### config.mk
export PLATFORM = sky130hd
export DESIGN_NAME = cam_capture_ctrl_flat
export DESIGN_NICKNAME = d
export VERILOG_FILES = /design/src/rtl/cam_capture_ctrl_if.sv /design/src/rtl/cam_capture_ctrl.sv /design/src/flat_wrapper.sv
export SDC_FILE = /design/constraint.sdc
export NUM_CORES = 1
export LEC_CHECK = 0
export ABC_CLOCK_PERIOD_IN_PS = 3150
export CORE_AREA = 2 2 107 161
export CTS_BUF_LIST = sky130_fd_sc_hd__clkbuf_4 sky130_fd_sc_hd__clkbuf_8
export CTS_CLUSTER_SIZE = 24
export DETAILED_ROUTE_END_ITERATION = 6
export DIE_AREA = 0 0 109 163
export GPL_TIMING_DRIVEN = 1
export PLACE_DENSITY = 0.45
export REMOVE_ABC_BUFFERS = 1
export SETUP_SLACK_MARGIN = 0.3
export SLEW_MARGIN = 20
export SYNTH_ARGS = -nofsm -noshare
export SYNTH_HDL_FRONTEND = slang
export SYNTH_SLANG_ARGS = --single-unit
### constraint.sdc
create_clock -name clk -period 3.15 [get_ports clk]
set_input_delay 0.315 -clock clk [delete_from_list [all_inputs] [get_ports clk]]
set_output_delay 0.315 -clock clk [all_outputs]
set_load 0.1 [all_outputs]
### src/rtl/cam_capture_ctrl_if.sv
// Camera byte bus in, frame-buffer write port out. The master drives the
// camera side and receives writes; the slave is the capture controller.
interface cam_capture_ctrl_if #(
   parameter int ADDR_W = 17
);
   logic              cam_vsync;
   logic              cam_href;
   logic              cam_byte_valid;
   logic [7:0]        cam_data;
   logic              fb_we;
   logic [ADDR_W-1:0] fb_addr;
   logic [11:0]       fb_data;

   modport master (
      output cam_vsync, cam_href, cam_byte_valid, cam_data,
      input  fb_we, fb_addr, fb_data
   );

   modport slave (
      input  cam_vsync, cam_href, cam_byte_valid, cam_data,
      output fb_we, fb_addr, fb_data
   );
endinterface

### src/rtl/cam_capture_ctrl.sv
// Captures one RGB565 camera frame (two bytes per pixel) into a 12-bit RGB444
// frame buffer using raster addressing kept incrementally.
//
// state     | meaning
// S_IDLE    | capture not requested, camera bytes ignored
// S_ARM     | waiting for vsync falling edge (start of active frame)
// S_CAPTURE | pairing bytes into pixels, writing frame buffer
// S_DONE    | one-cycle frame_done, decide re-arm or idle
module cam_capture_ctrl #(
   parameter int H_PIXELS = 320,
   parameter int V_LINES  = 240,
   parameter int ADDR_W   = 17
) (
   input  logic                  clk,
   input  logic                  rst_n,
   input  logic                  capture_en,
   input  logic                  continuous,
   cam_capture_ctrl_if.slave     bus,
   output logic                  busy,
   output logic                  frame_done,
   output logic                  frame_err
);

   localparam int PW = $clog2(H_PIXELS + 2);
   localparam int LW = $clog2(V_LINES + 2);
   localparam logic [PW-1:0]     PIX_FULL  = PW'(H_PIXELS);
   localparam logic [PW-1:0]     PIX_SAT   = PW'(H_PIXELS + 1);
   localparam logic [LW-1:0]     LINE_FULL = LW'(V_LINES);
   localparam logic [LW-1:0]     LINE_SAT  = LW'(V_LINES + 1);
   localparam logic [ADDR_W-1:0] H_STEP    = ADDR_W'(H_PIXELS);

   typedef enum logic [1:0] {
      S_IDLE,
      S_ARM,
      S_CAPTURE,
      S_DONE
   } state_t;

   state_t            state;
   logic              vsync_q;
   logic              href_q;
   logic              phase;
   logic [6:0]        hi_bits;
   logic [PW-1:0]     pix_cnt;
   logic [LW-1:0]     line_cnt;
   logic [ADDR_W-1:0] line_base;
   logic [ADDR_W-1:0] pix_addr;

   logic        vs_fall;
   logic        vs_rise;
   logic        href_fall;
   logic        pix_ok;
   logic [11:0] rgb444;

   assign vs_fall   = vsync_q & ~bus.cam_vsync;
   assign vs_rise   = ~vsync_q & bus.cam_vsync;
   assign href_fall = href_q & ~bus.cam_href;
   assign pix_ok    = (pix_cnt < PIX_FULL) && (line_cnt < LINE_FULL);
   // Only the RGB444 source bits of the high byte are kept: p[15:12] and p[10:8].
   assign rgb444    = {hi_bits, bus.cam_data[7], bus.cam_data[4:1]};

   always_ff @(posedge clk or negedge rst_n) begin
      if (!rst_n) begin
         state       <= S_IDLE;
         vsync_q     <= 1'b0;
         href_q      <= 1'b0;
         phase       <= 1'b0;
         hi_bits     <= '0;
         pix_cnt     <= '0;
         line_cnt    <= '0;
         line_base   <= '0;
         pix_addr    <= '0;
         bus.fb_we   <= 1'b0;
         bus.fb_addr <= '0;
         bus.fb_data <= '0;
         busy        <= 1'b0;
         frame_done  <= 1'b0;
         frame_err   <= 1'b0;
      end else begin
         vsync_q    <= bus.cam_vsync;
         href_q     <= bus.cam_href;
         bus.fb_we  <= 1'b0;
         frame_done <= 1'b0;

         case (state)
            S_IDLE: begin
               phase <= 1'b0;
               if (capture_en) begin
                  state <= S_ARM;
                  busy  <= 1'b1;
               end
            end

            S_ARM: begin
               if (vs_fall) begin
                  state     <= S_CAPTURE;
                  pix_cnt   <= '0;
                  line_cnt  <= '0;
                  line_base <= '0;
                  pix_addr  <= '0;
                  phase     <= 1'b0;
                  frame_err <= 1'b0;
               end
            end

            S_CAPTURE: begin
               if (vs_rise) begin
                  state      <= S_DONE;
                  busy       <= 1'b0;
                  frame_done <= 1'b1;
                  phase      <= 1'b0;
                  frame_err  <= frame_err | (line_cnt != LINE_FULL);
               end else if (!bus.cam_href) begin
                  phase <= 1'b0;
                  // Lines that delivered no complete pixel are not counted.
                  if (href_fall && (pix_cnt != '0)) begin
                     if (pix_cnt != PIX_FULL) frame_err <= 1'b1;
                     if (line_cnt != LINE_SAT) line_cnt <= line_cnt + 1'b1;
                     line_base <= line_base + H_STEP;
                     pix_addr  <= line_base + H_STEP;
                     pix_cnt   <= '0;
                  end
               end else if (bus.cam_byte_valid) begin
                  if (!phase) begin
                     hi_bits <= {bus.cam_data[7:4], bus.cam_data[2:0]};
                     phase   <= 1'b1;
                  end else begin
                     phase <= 1'b0;
                     if (pix_ok) begin
                        bus.fb_we   <= 1'b1;
                        bus.fb_addr <= pix_addr;
                        bus.fb_data <= rgb444;
                        pix_addr    <= pix_addr + 1'b1;
                     end else begin
                        frame_err <= 1'b1;
                     end
                     if (pix_cnt != PIX_SAT) pix_cnt <= pix_cnt + 1'b1;
                  end
               end
            end

            S_DONE: begin
               if (continuous && capture_en) begin
                  state <= S_ARM;
                  busy  <= 1'b1;
               end else begin
                  state <= S_IDLE;
               end
            end

            default: begin
               state <= S_IDLE;
               busy  <= 1'b0;
            end
         endcase
      end
   end

endmodule

### src/flat_wrapper.sv
// flat-port wrapper written by rule: the top's interface ports become plain ports
module cam_capture_ctrl_flat 
#(
   parameter int H_PIXELS = 320,
   parameter int V_LINES  = 240,
   parameter int ADDR_W   = 17
)
  (clk, rst_n, capture_en, continuous, busy, frame_done, frame_err, bus_cam_vsync, bus_cam_href, bus_cam_byte_valid, bus_cam_data, bus_fb_we, bus_fb_addr, bus_fb_data);
  cam_capture_ctrl_if #(.ADDR_W(ADDR_W)) bus_i ();
  input  logic clk;
  input  logic rst_n;
  input  logic capture_en;
  input  logic continuous;
  output logic busy;
  output logic frame_done;
  output logic frame_err;
  input wire logic [$bits(bus_i.cam_vsync)-1:0] bus_cam_vsync;
  input wire logic [$bits(bus_i.cam_href)-1:0] bus_cam_href;
  input wire logic [$bits(bus_i.cam_byte_valid)-1:0] bus_cam_byte_valid;
  input wire logic [$bits(bus_i.cam_data)-1:0] bus_cam_data;
  output wire logic [$bits(bus_i.fb_we)-1:0] bus_fb_we;
  output wire logic [$bits(bus_i.fb_addr)-1:0] bus_fb_addr;
  output wire logic [$bits(bus_i.fb_data)-1:0] bus_fb_data;
  assign bus_i.cam_vsync = bus_cam_vsync;
  assign bus_i.cam_href = bus_cam_href;
  assign bus_i.cam_byte_valid = bus_cam_byte_valid;
  assign bus_i.cam_data = bus_cam_data;
  assign bus_fb_we = bus_i.fb_we;
  assign bus_fb_addr = bus_i.fb_addr;
  assign bus_fb_data = bus_i.fb_data;
  cam_capture_ctrl #(.H_PIXELS(H_PIXELS), .V_LINES(V_LINES), .ADDR_W(ADDR_W)) u_core (.clk(clk), .rst_n(rst_n), .capture_en(capture_en), .continuous(continuous), .bus(bus_i), .busy(busy), .frame_done(frame_done), .frame_err(frame_err));
endmodule
==> results.md, run 1 <==
* Outcome: complete, no violations
* Synthesized area at 0.00486 mm^2
* Cell accounting for the most synthesized area: dfrtp_1
* Post-synth top flop: dfrtp_1
* Worst hold slack at 468 ps
* Area of the multi-input gates at 0.00244 mm^2
* Clock Pin Slew Worst Setup and Hold Paths at 100 ps
* Die Y at 163 um
* Final hold vios at 0
* WL per Instance at 18.1 um
* CTS tree: yes
* Pre-antenna DRT Iters at 5
* Gr usage total at 16.0%
* Worst slew margin at 32.3%
* # port buffers at 47
* Root buf cell: clkbuf_8
* I/O pin count at 48
* Vias in the first global route at 4054
* Drt drc at 0
* Number of fill cells at 1629
* Synth Register Bits at 90
* Static leakage at 2.45 nW
* Fmax achieved at 380 MHz
* Row count at 58
* DRT iter0 DRCs at 325
* Top-count cell post-synth: dfrtp_1
* P&R area growth vs syn at 19.8%
* Antenna violations before repair at 0
* Final WL at 13600 um
* Crit path DAT at 2940 ps
* CP startpoint kind: flop
* Reg area at 0.00225 mm^2
* Hold Path Class: in2reg
* # H-tree levels at 3
* Hpwl dp at 9570 um
* Setup TNS at 0 ps
* Area fraction of the dominant cell type after synthesis at 46.4%
* Placed insts at 735
* Final Wtd Congestion at 0.804
* Core area at 0.0165 mm^2
* GRT Residual Overflow at 0
* Mean post-synth cell area at 9.96 um^2
* Share of layout cells above drive strength 1 at 10.5%
* Warnings from Yosys at 0
* Post-synth top cells: dfrtp_1, nand2_1, o21ai_0
* Vias at 4053
* Maximum vdd drop at 0.511 mV
* Die footprint at 0.0178 mm^2
* Simple-gate share of the synthesized area at 18.6%
* Vias per cell at 5.39
* Final setup viols at 0
* Compound-Gate Fraction of Synth Area at 17.9%
* Util after Layout at 35.3%
* Asr flop ratio synth at 100%
* Clock Tree Buf Depth at 2
* Initial Util at 29.5%
* Max Cap Viol at 0
* Total CTS buffers at 9
* DRT antenna net count at 0
* CTS sink cnt at 90
* Count of different cell masters after synthesis at 64
* Crit-path max FO at 46
* Top cells by area, synth: dfrtp_1, mux2_1, nand2_1
* Synth Area in Adders at 3.09%
* Mux share of post-synthesis cell area at 9.45%
* Largest family of logic cells by synthesized area: simple AND/OR/NAND/NOR gates
* Clock skew at 10.6 ps
* Post-synth EDFFs at 0
* Nets at 564
* Crit end category: flop
* Synth Area in XOR/XNOR at 1.26%
* Tmin final at 2630 ps
* RSZ-0062 raised after global routing: false
* WP data required at 3460 ps
* Slew Limit Fails at 0
* Largest net degree at the start of global routing at 47
* Worst-margin pin slew at 1010 ps
* Tcrit/Tclk final at 83.6%
* Sequential area share after synthesis at 46.4%
* Pwr/cell area at 901 mW/mm^2
* Setup CP Type: reg2reg
* Die Width at 109 um
* Worst-skew pair later-pin latency at 370 ps
* First-pass GRT wire length at 22100 um
* Post-CTS sizing at 0
* ANT cells at 0
* Non-Filler Instances at 752
* Post-Syn Instances at 488
==> repair_timing <==
action / in CTS / in global routing
buffers inserted: 0 / 0
endpoints found under the setup margin: 0 / 0
endpoints found under the hold margin: 37 / 0
hold buffers: 1 / 0
==> where the power goes <==
group          switching [mW]  total (mW)  internal (mW)
combinational            1.87        2.70          0.828
sequential              0.269        1.70           1.43
clock                   0.466       0.839          0.373
==> metal layers <==
| metal | part of all wire, % | wire length (um) | track usage, % | vias to the layer above |
|---|---|---|---|---|
| met1 | 44 | 5980 | 20.6 | 2046 |
| met4 | 1.5 | 206 | 4.90 | 0 |
| met2 | 52 | 7040 | 27.4 | 77 |
| li1 | - | - | - | 1915 |
| met3 | 2.8 | 378 | 2.36 | 15 |
| met5 | 0 | 0 | 0 | - |
==> flip-flops by register name (all words and copies together), names as in the netlist <==
signal,cells
u_core.pix_addr,17
u_core.line_cnt,8
u_core.frame_err,1
u_core.busy,1
u_core.hi_bits,7
u_core.bus.fb_data,12
u_core.phase,1
u_core.vsync_q,1
u_core.href_q,1
u_core.frame_done,1
u_core.state,2
u_core.bus.fb_we,1
u_core.line_base,11
u_core.pix_cnt,9
u_core.bus.fb_addr,17
==> cell type report <==
class | count | area share, %
tap | 210 | 4.52
timing repair buffer | 65 | 10.5
sequential | 90 | 38.7
multi-input combinational | 358 | 42.0
inverter | 13 | 0.839
clock buffer | 9 | 2.13
clock inverter | 7 | 1.31
==> worst max-delay path: stages (launching register included) <==
cell     delay, ps
dfrtp_1        420
inv_1          110
ha_1           220
buf_4          450
nand2_1        260
nor4_2         690
or3_1          240
mux2_2         150
==> placed cells by master (no fill, tap or decap), types with 4 or more instances in the layout <==
cell type        count
inv_1               13
or4_1                5
nor2_1              28
nand2b_1             9
a21oi_1             14
clkdlybuf4s50_1     43
a31oi_1              6
nand4_1              6
a22o_1               8
ha_1                12
nor2b_1              5
mux2_1              27
o31ai_1              5
mux2_2              12
and3_1               6
nor3_1              11
o21ai_0             30
a32o_1               4
clkbuf_8             9
o221ai_1             5
dfrtp_1             90
nand3_1             26
o41ai_1              5
nand2_1             43
buf_4               20
o21ai_1             12
o211ai_1             6
nand3b_1             4
o21a_1               4
xor2_1               5
nor4_1               8
==> worst paths after layout <==
kind / startpoint / end / slack, ps / depth (start not counted)
max: u_core.state[0] / u_core.pix_cnt[0] / 520 / 7
min: bus_cam_vsync / u_core.vsync_q / 470 / 1
max reg2reg: u_core.state[0] / u_core.pix_cnt[0] / 520 / 7
min reg2reg: u_core.busy / u_core.busy / 490 / 2
max in group asynchronous: rst_n / u_core.bus.fb_data[8] / 1950 / 3
min in group asynchronous: rst_n / u_core.bus.fb_addr[14] / 510 / 2
==> stage by stage <==
step / power [mW] / setup WS (ps) / cell area [um^2]
final: 5.24 / 517 / 5820
after global routing: 5.58 / 341 / 5820
after global placement: 4.39 / 480 / 5610
after CTS: 5.28 / 587 / 5820
after detailed placement: 4.43 / 443 / 5610
after floorplan: 3.49 / -11.6 / 4750
==> kinds of logic (layout without fill, tap and decap cells) <==
logic type | after synthesis | count (layout)
simple gates | 170 | 170
compound gates | 128 | 128
flops | 90 | 90
mux | 41 | 41
buf+inv | 40 | 94
fa+ha+maj | 12 | 12
xor+xnor | 7 | 7
(Power assumes the default switching activity.)
==> inputs of run 2 (changes only) <==
- ABC_CLOCK_PERIOD_IN_PS: 3150 -> 2200
- PLACE_DENSITY: 0.45 -> 0.47
- clock period: 3.15 -> 2.2 ns (I/O delays scaled with it)
==> run 2 against run 1 <==
  * Sequential share of layout area down 9.4 points
  * Sequential power up 45%
  * Clock skew up 3.2 ps
  * Critical path type unchanged
  * The flow now finishes with violations (setup timing)
  * Worst hold slack worse by 190 ps
  * Critical path depth increased by 2
==> results.md, run 2 (synthesis gave the netlist of run 1 again) <==
* Clock skew at 13.8 ps
* Placed insts at 798
* Setup TNS at -30.9 ps
* Core area at 0.0165 mm^2
* Maximum vdd drop at 0.606 mV
* Hold Path Class: in2async
* Share of layout cells above drive strength 1 at 49.2%
* Row count at 58
* Slew Limit Fails at 0
* CP startpoint kind: flop
* Final Total Pwr at 10.6 mW
* Crit path DAT at 2480 ps
* Antenna violations before repair at 0
* Util after Layout at 46.7%
* Root buf cell: clkbuf_8
* CTS tree: yes
* First-pass GRT wire length at 25500 um
* Drt drc at 0
* Worst flop-to-flop path startpoint: u_core.pix_cnt[1]
* WL per Instance at 19.3 um
* Vias in the first global route at 4769
* I/O pin count at 48
* DRT antenna net count at 0
* Crit-path max FO at 5
* Pre-antenna DRT Iters at 6
* Tcrit/Tclk final at 100%
* Hpwl dp at 10800 um
* Nets at 670
* WP data required at 2470 ps
* Largest net degree at the start of global routing at 39
* DRT iter0 DRCs at 303
* M3 GR Usage at 2.40%
* CTS sink cnt at 90
* Die footprint at 0.0178 mm^2
* Max Cap Viol at 0
* P&R area growth vs syn at 58.5%
* Tmin final at 2210 ps
* Die Width at 109 um
* Failing checks: setup timing
* M1 GR Usage at 21.2%
* FF-to-FF setup slack at -9 ps
* Crit end category: flop
* Leading cell type in the layout, fill and taps excluded: buf_4
* R2R depth at 9
* Most frequent cells in the layout: buf_4, dfrtp_1, mux2_4, buf_6, nand2_1
* Gr usage total at 18.6%
* Final instance area at 0.00770 mm^2
* Final WS setup at -9.16 ps
* Die Y at 163 um
* Outcome: finished, violations left
* Busiest grt layer: met2
* RSZ-0062 raised after global routing: true
* Non-Filler Instances at 858
* Clock Pin Slew Worst Setup and Hold Paths at 110 ps
* Setup CP Type: reg2reg
* Final WL at 16600 um
* Worst-margin pin slew at 583 ps
* GRT Residual Overflow at 0
* Worst-skew pair later-pin latency at 380 ps
* Initial Util at 29.5%
* Top Registers: u_core.bus.fb_addr x17, u_core.pix_addr x17, u_core.bus.fb_data x12
* Met2 usage at 33.1%
* Total CTS buffers at 9
* Vias at 4645
* Final hold vios at 0
* Clock Tree Buf Depth at 2
* ANT cells at 0
* Post-place instance area at 0.00602 mm^2
* Final setup viols at 5
* Fmax achieved at 453 MHz
* # port buffers at 47
* FF-to-FF End: u_core.line_base[12]
* # H-tree levels at 3
* Worst slew margin at 60.8%
* Final Wtd Congestion at 0.895
* Pwr/cell area at 1370 mW/mm^2
* Static leakage at 3.44 nW
* Vias per cell at 5.41
run 2: cell types whose count changed in the layout (fill, tap and decap cells not counted), sizes merged:
| cell | before | now |
|---|---|---|
| buf | 21 | 155 |
| bufinv | 1 | 0 |
| clkbuf | 9 | 11 |
| bufbuf | 0 | 1 |
| clkinvlp | 2 | 1 |
| clkinv | 2 | 0 |
| inv | 15 | 18 |
| clkdlybuf4s50 | 43 | 13 |
run 2: per-layer routing:
metal / vias to the layer above / wire [um]
li1: 2141 / -
met2: 138 / 8850
met4: 0 / 691
met5: - / 0
met3: 49 / 594
met1: 2317 / 6440
run 2: repair_timing:
item,4_1_cts,5_1_grt
setup endpoints to repair,86,84
gates resized for setup,156,93
hold buffers,1,0
buffers inserted,24,14
endpoints found under the hold margin,21,0
pin swaps,54,26
cloned,4,1
run 2: cell type report:
type	instances	area, um^2
multi-input cells	358	3310
fillers	1511	8770
flip-flops and latches	90	2250
clock buffers	10	131
inverters	13	48.8
well taps	210	263
repair buffers	171	1650
clock inverters	6	53.8
run 2: critical path, cell delays in order, from the launching register on:
cell,delay (ps)
dfrtp_1,410
inv_2,90
ha_4,120
or4b_4,460
buf_6,140
o21ai_4,190
buf_12,160
nor3_4,50
mux2_4,310
a22o_1,170
run 2: how the worst max path moves through the flow:
stage | from | endpoint | cells after the start
finish | u_core.pix_cnt[1] | u_core.line_base[12] | 9
global placement | bus_cam_vsync | u_core.pix_cnt[8] | 7
detailed placement | bus_cam_href | u_core.pix_cnt[8] | 7
CTS | u_core.pix_cnt[1] | u_core.frame_err | 7
global route | u_core.pix_cnt[1] | u_core.line_cnt[7] | 10
floorplan | u_core.state[0] | u_core.bus.fb_addr[10] | 6
run 2: metrics by stage:
| stage | hold WS [ps] | worst slack [ps] |
|---|---|---|
| 2_1_floorplan | -75.6 | -962 |
| 3_3_place_gp | 152 | -242 |
| 3_5_place_dp | 152 | -216 |
| 4_1_cts | 288 | 31.3 |
| 5_1_grt | 310 | -73.1 |
| 6_report | 273 | -9.16 |
run 2: report_power, final:
group	internal [mW]	switching [mW]	leakage, nW
clock network	0.449	0.705	0.0936
logic	3.17	3.80	2.14
registers	2.06	0.414	1.21
==> inputs of run 3 (changes only) <==
- GPL_ROUTABILITY_DRIVEN: default -> 0
- SETUP_SLACK_MARGIN: 0.3 -> default
==> run 3 against run 2 <==
  * The run now ends clean
  * Clock skew decreased by 2.5 ps
  * Sequential share of layout area grew 6.2 points
  * Via count is 6.4% lower
  * Combinational power shrank 32%
  * Routed wire length down 13%
  * Final cell count down 4.7%
  * Cell area is 18% lower
  * Critical path type unchanged
  * Largest cell class unchanged
  * Highest routed layer unchanged
==> results.md, run 3 (synthesis gave the netlist of run 1 again) <==
* Outcome: complete, no violations
* CTS tree: yes
* Die Width at 109 um
* Placed insts at 798
* Area of the multi-input gates at 0.00256 mm^2
* Maximum vdd drop at 0.560 mV
* Worst slew margin at 57.8%
* CP startpoint kind: flop
* Tcrit/Tclk final at 98.7%
* Crit-path max FO at 3
* Share of layout cells above drive strength 1 at 28.6%
* Final WL at 14400 um
* CTS sink cnt at 90
* Reg area at 0.00225 mm^2
* Pwr/cell area at 1300 mW/mm^2
* Largest net degree at the start of global routing at 39
* Nets at 630
* FF-to-FF End: u_core.frame_err
* Flop pwr share at 29.3%
* I/O pin count at 48
* Vias in the first global route at 4408
* Root buf cell: clkbuf_8
* Row count at 58
* Tmin final at 2170 ps
* Hold Path Class: in2async
* Vias at 4349
* Antenna violations before repair at 0
* Core area at 0.0165 mm^2
* Worst-margin pin slew at 633 ps
* Setup TNS at 0 ps
* R2R depth at 7
* WP data required at 2460 ps
* Final instance area at 0.00635 mm^2
* P&R area growth vs syn at 30.7%
* Static leakage at 2.86 nW
* Setup CP Type: reg2reg
* Max Cap Viol at 0
* First-pass GRT wire length at 23200 um
* Top Registers: u_core.bus.fb_addr x17, u_core.pix_addr x17, u_core.bus.fb_data x12
* Clock skew at 11.3 ps
* Post-place instance area at 0.00602 mm^2
* Final setup viols at 0
* Final WS setup at 27.6 ps
* Crit path launch: u_core.pix_cnt[1]
* RSZ-0062 raised after global routing: true
* Leading cell type in the layout, fill and taps excluded: buf_4
* Final hold vios at 0
* Most frequent cells in the layout: buf_4, dfrtp_1, nand2_1
* Non-Filler Instances at 818
* DRT iter0 DRCs at 266
* Clock Pin Slew Worst Setup and Hold Paths at 100 ps
* Total CTS buffers at 9
* Fmax achieved at 460 MHz
* Die footprint at 0.0178 mm^2
* Setup WS pre-CTS at -216 ps
* GRT Residual Overflow at 0
* ANT cells at 0
* Initial Util at 29.5%
* Worst-skew pair later-pin latency at 370 ps
* Crit path DAT at 2430 ps
* Pre-antenna DRT Iters at 5
* Drt drc at 0
* Switch Pwr at 3.95 mW
* Die Y at 163 um
* Worst flop-to-flop path startpoint: u_core.pix_cnt[1]
* # H-tree levels at 3
* Gr usage total at 16.8%
* Internal power at 4.32 mW
* Clock Tree Buf Depth at 2
* Number of fill cells at 1651
* Clock power frac at 13.7%
* Slew Limit Fails at 0
* Logic pwr share at 57.0%
* WL per Instance at 17.6 um
* Crit end category: flop
* Hpwl dp at 10800 um
* Vias per cell at 5.32
* FF-to-FF setup slack at 30 ps
* # port buffers at 47
* Net Sw Frac at 47.7%
* DRT antenna net count at 0
[run 3: cell count changes in the layout (fill, tap and decap cells not counted), sizes merged]
cell    before  now
buf        155  117
bufbuf       1    0
clkbuf      11   10
[run 3: worst max-delay path: stages, from the launching register on]
cell,delay [ps]
dfrtp_1,400
inv_2,90
ha_4,120
or4b_4,480
or4_4,440
a221o_1,330
a31oi_1,140
nor2_1,60
[run 3: cell type report]
cell class	instances	share of cell area (%)
repair buffers	131	16.5
well taps	210	4.14
inverters	13	0.768
clock buffers	10	2.07
multi-input cells	358	40.2
clock inverters	6	0.847
flip-flops and latches	90	35.5
[run 3: power groups by stage]
stage          sequential, mW  combinational, mW  clock, mW
4_1_cts                  2.42               4.62       1.17
3_5_place_dp             2.45               4.49          0
3_3_place_gp             2.43               4.43          0
5_1_grt                  2.48               5.04       1.25
2_1_floorplan            3.25               1.74          0
6_report                 2.43               4.71       1.13
[run 3: through the flow]
stage                     power [mW]  hold WS [ps]  util, %
after floorplan                 4.99         -75.6        -
after global placement          6.86           152     36.5
after detailed placement        6.94           152     36.5
after CTS                       8.22           288     38.2
after global routing            8.77           313     38.6
final                           8.26           289     38.6
[run 3: how the worst max path moves through the flow]
stage                                         to  cells after the start
after floorplan           u_core.bus.fb_addr[10]                      6
after global placement         u_core.pix_cnt[8]                      7
after detailed placement       u_core.pix_cnt[8]                      7
after CTS                       u_core.frame_err                      7
after global routing           u_core.pix_cnt[2]                      7
final                           u_core.frame_err                      7
[run 3: layer usage]
layer / part of all wire, % / track usage [%] / vias up
met1: 40 / 19.7 / 2165
met5: 0 / 0 / -
met3: 3.2 / 2.36 / 30
li1: - / - / 2051
met2: 52 / 29.3 / 103
met4: 4.2 / 8.28 / 0
[run 3: timing repair]
item / 4_1_cts / 5_1_grt
setup buffers: 2 / 1
endpoints found under the hold margin: 21 / 0
hold buffers: 1 / 0
endpoints found under the setup margin: 69 / 59
pin swaps: 5 / 3
gates resized for setup: 13 / 15
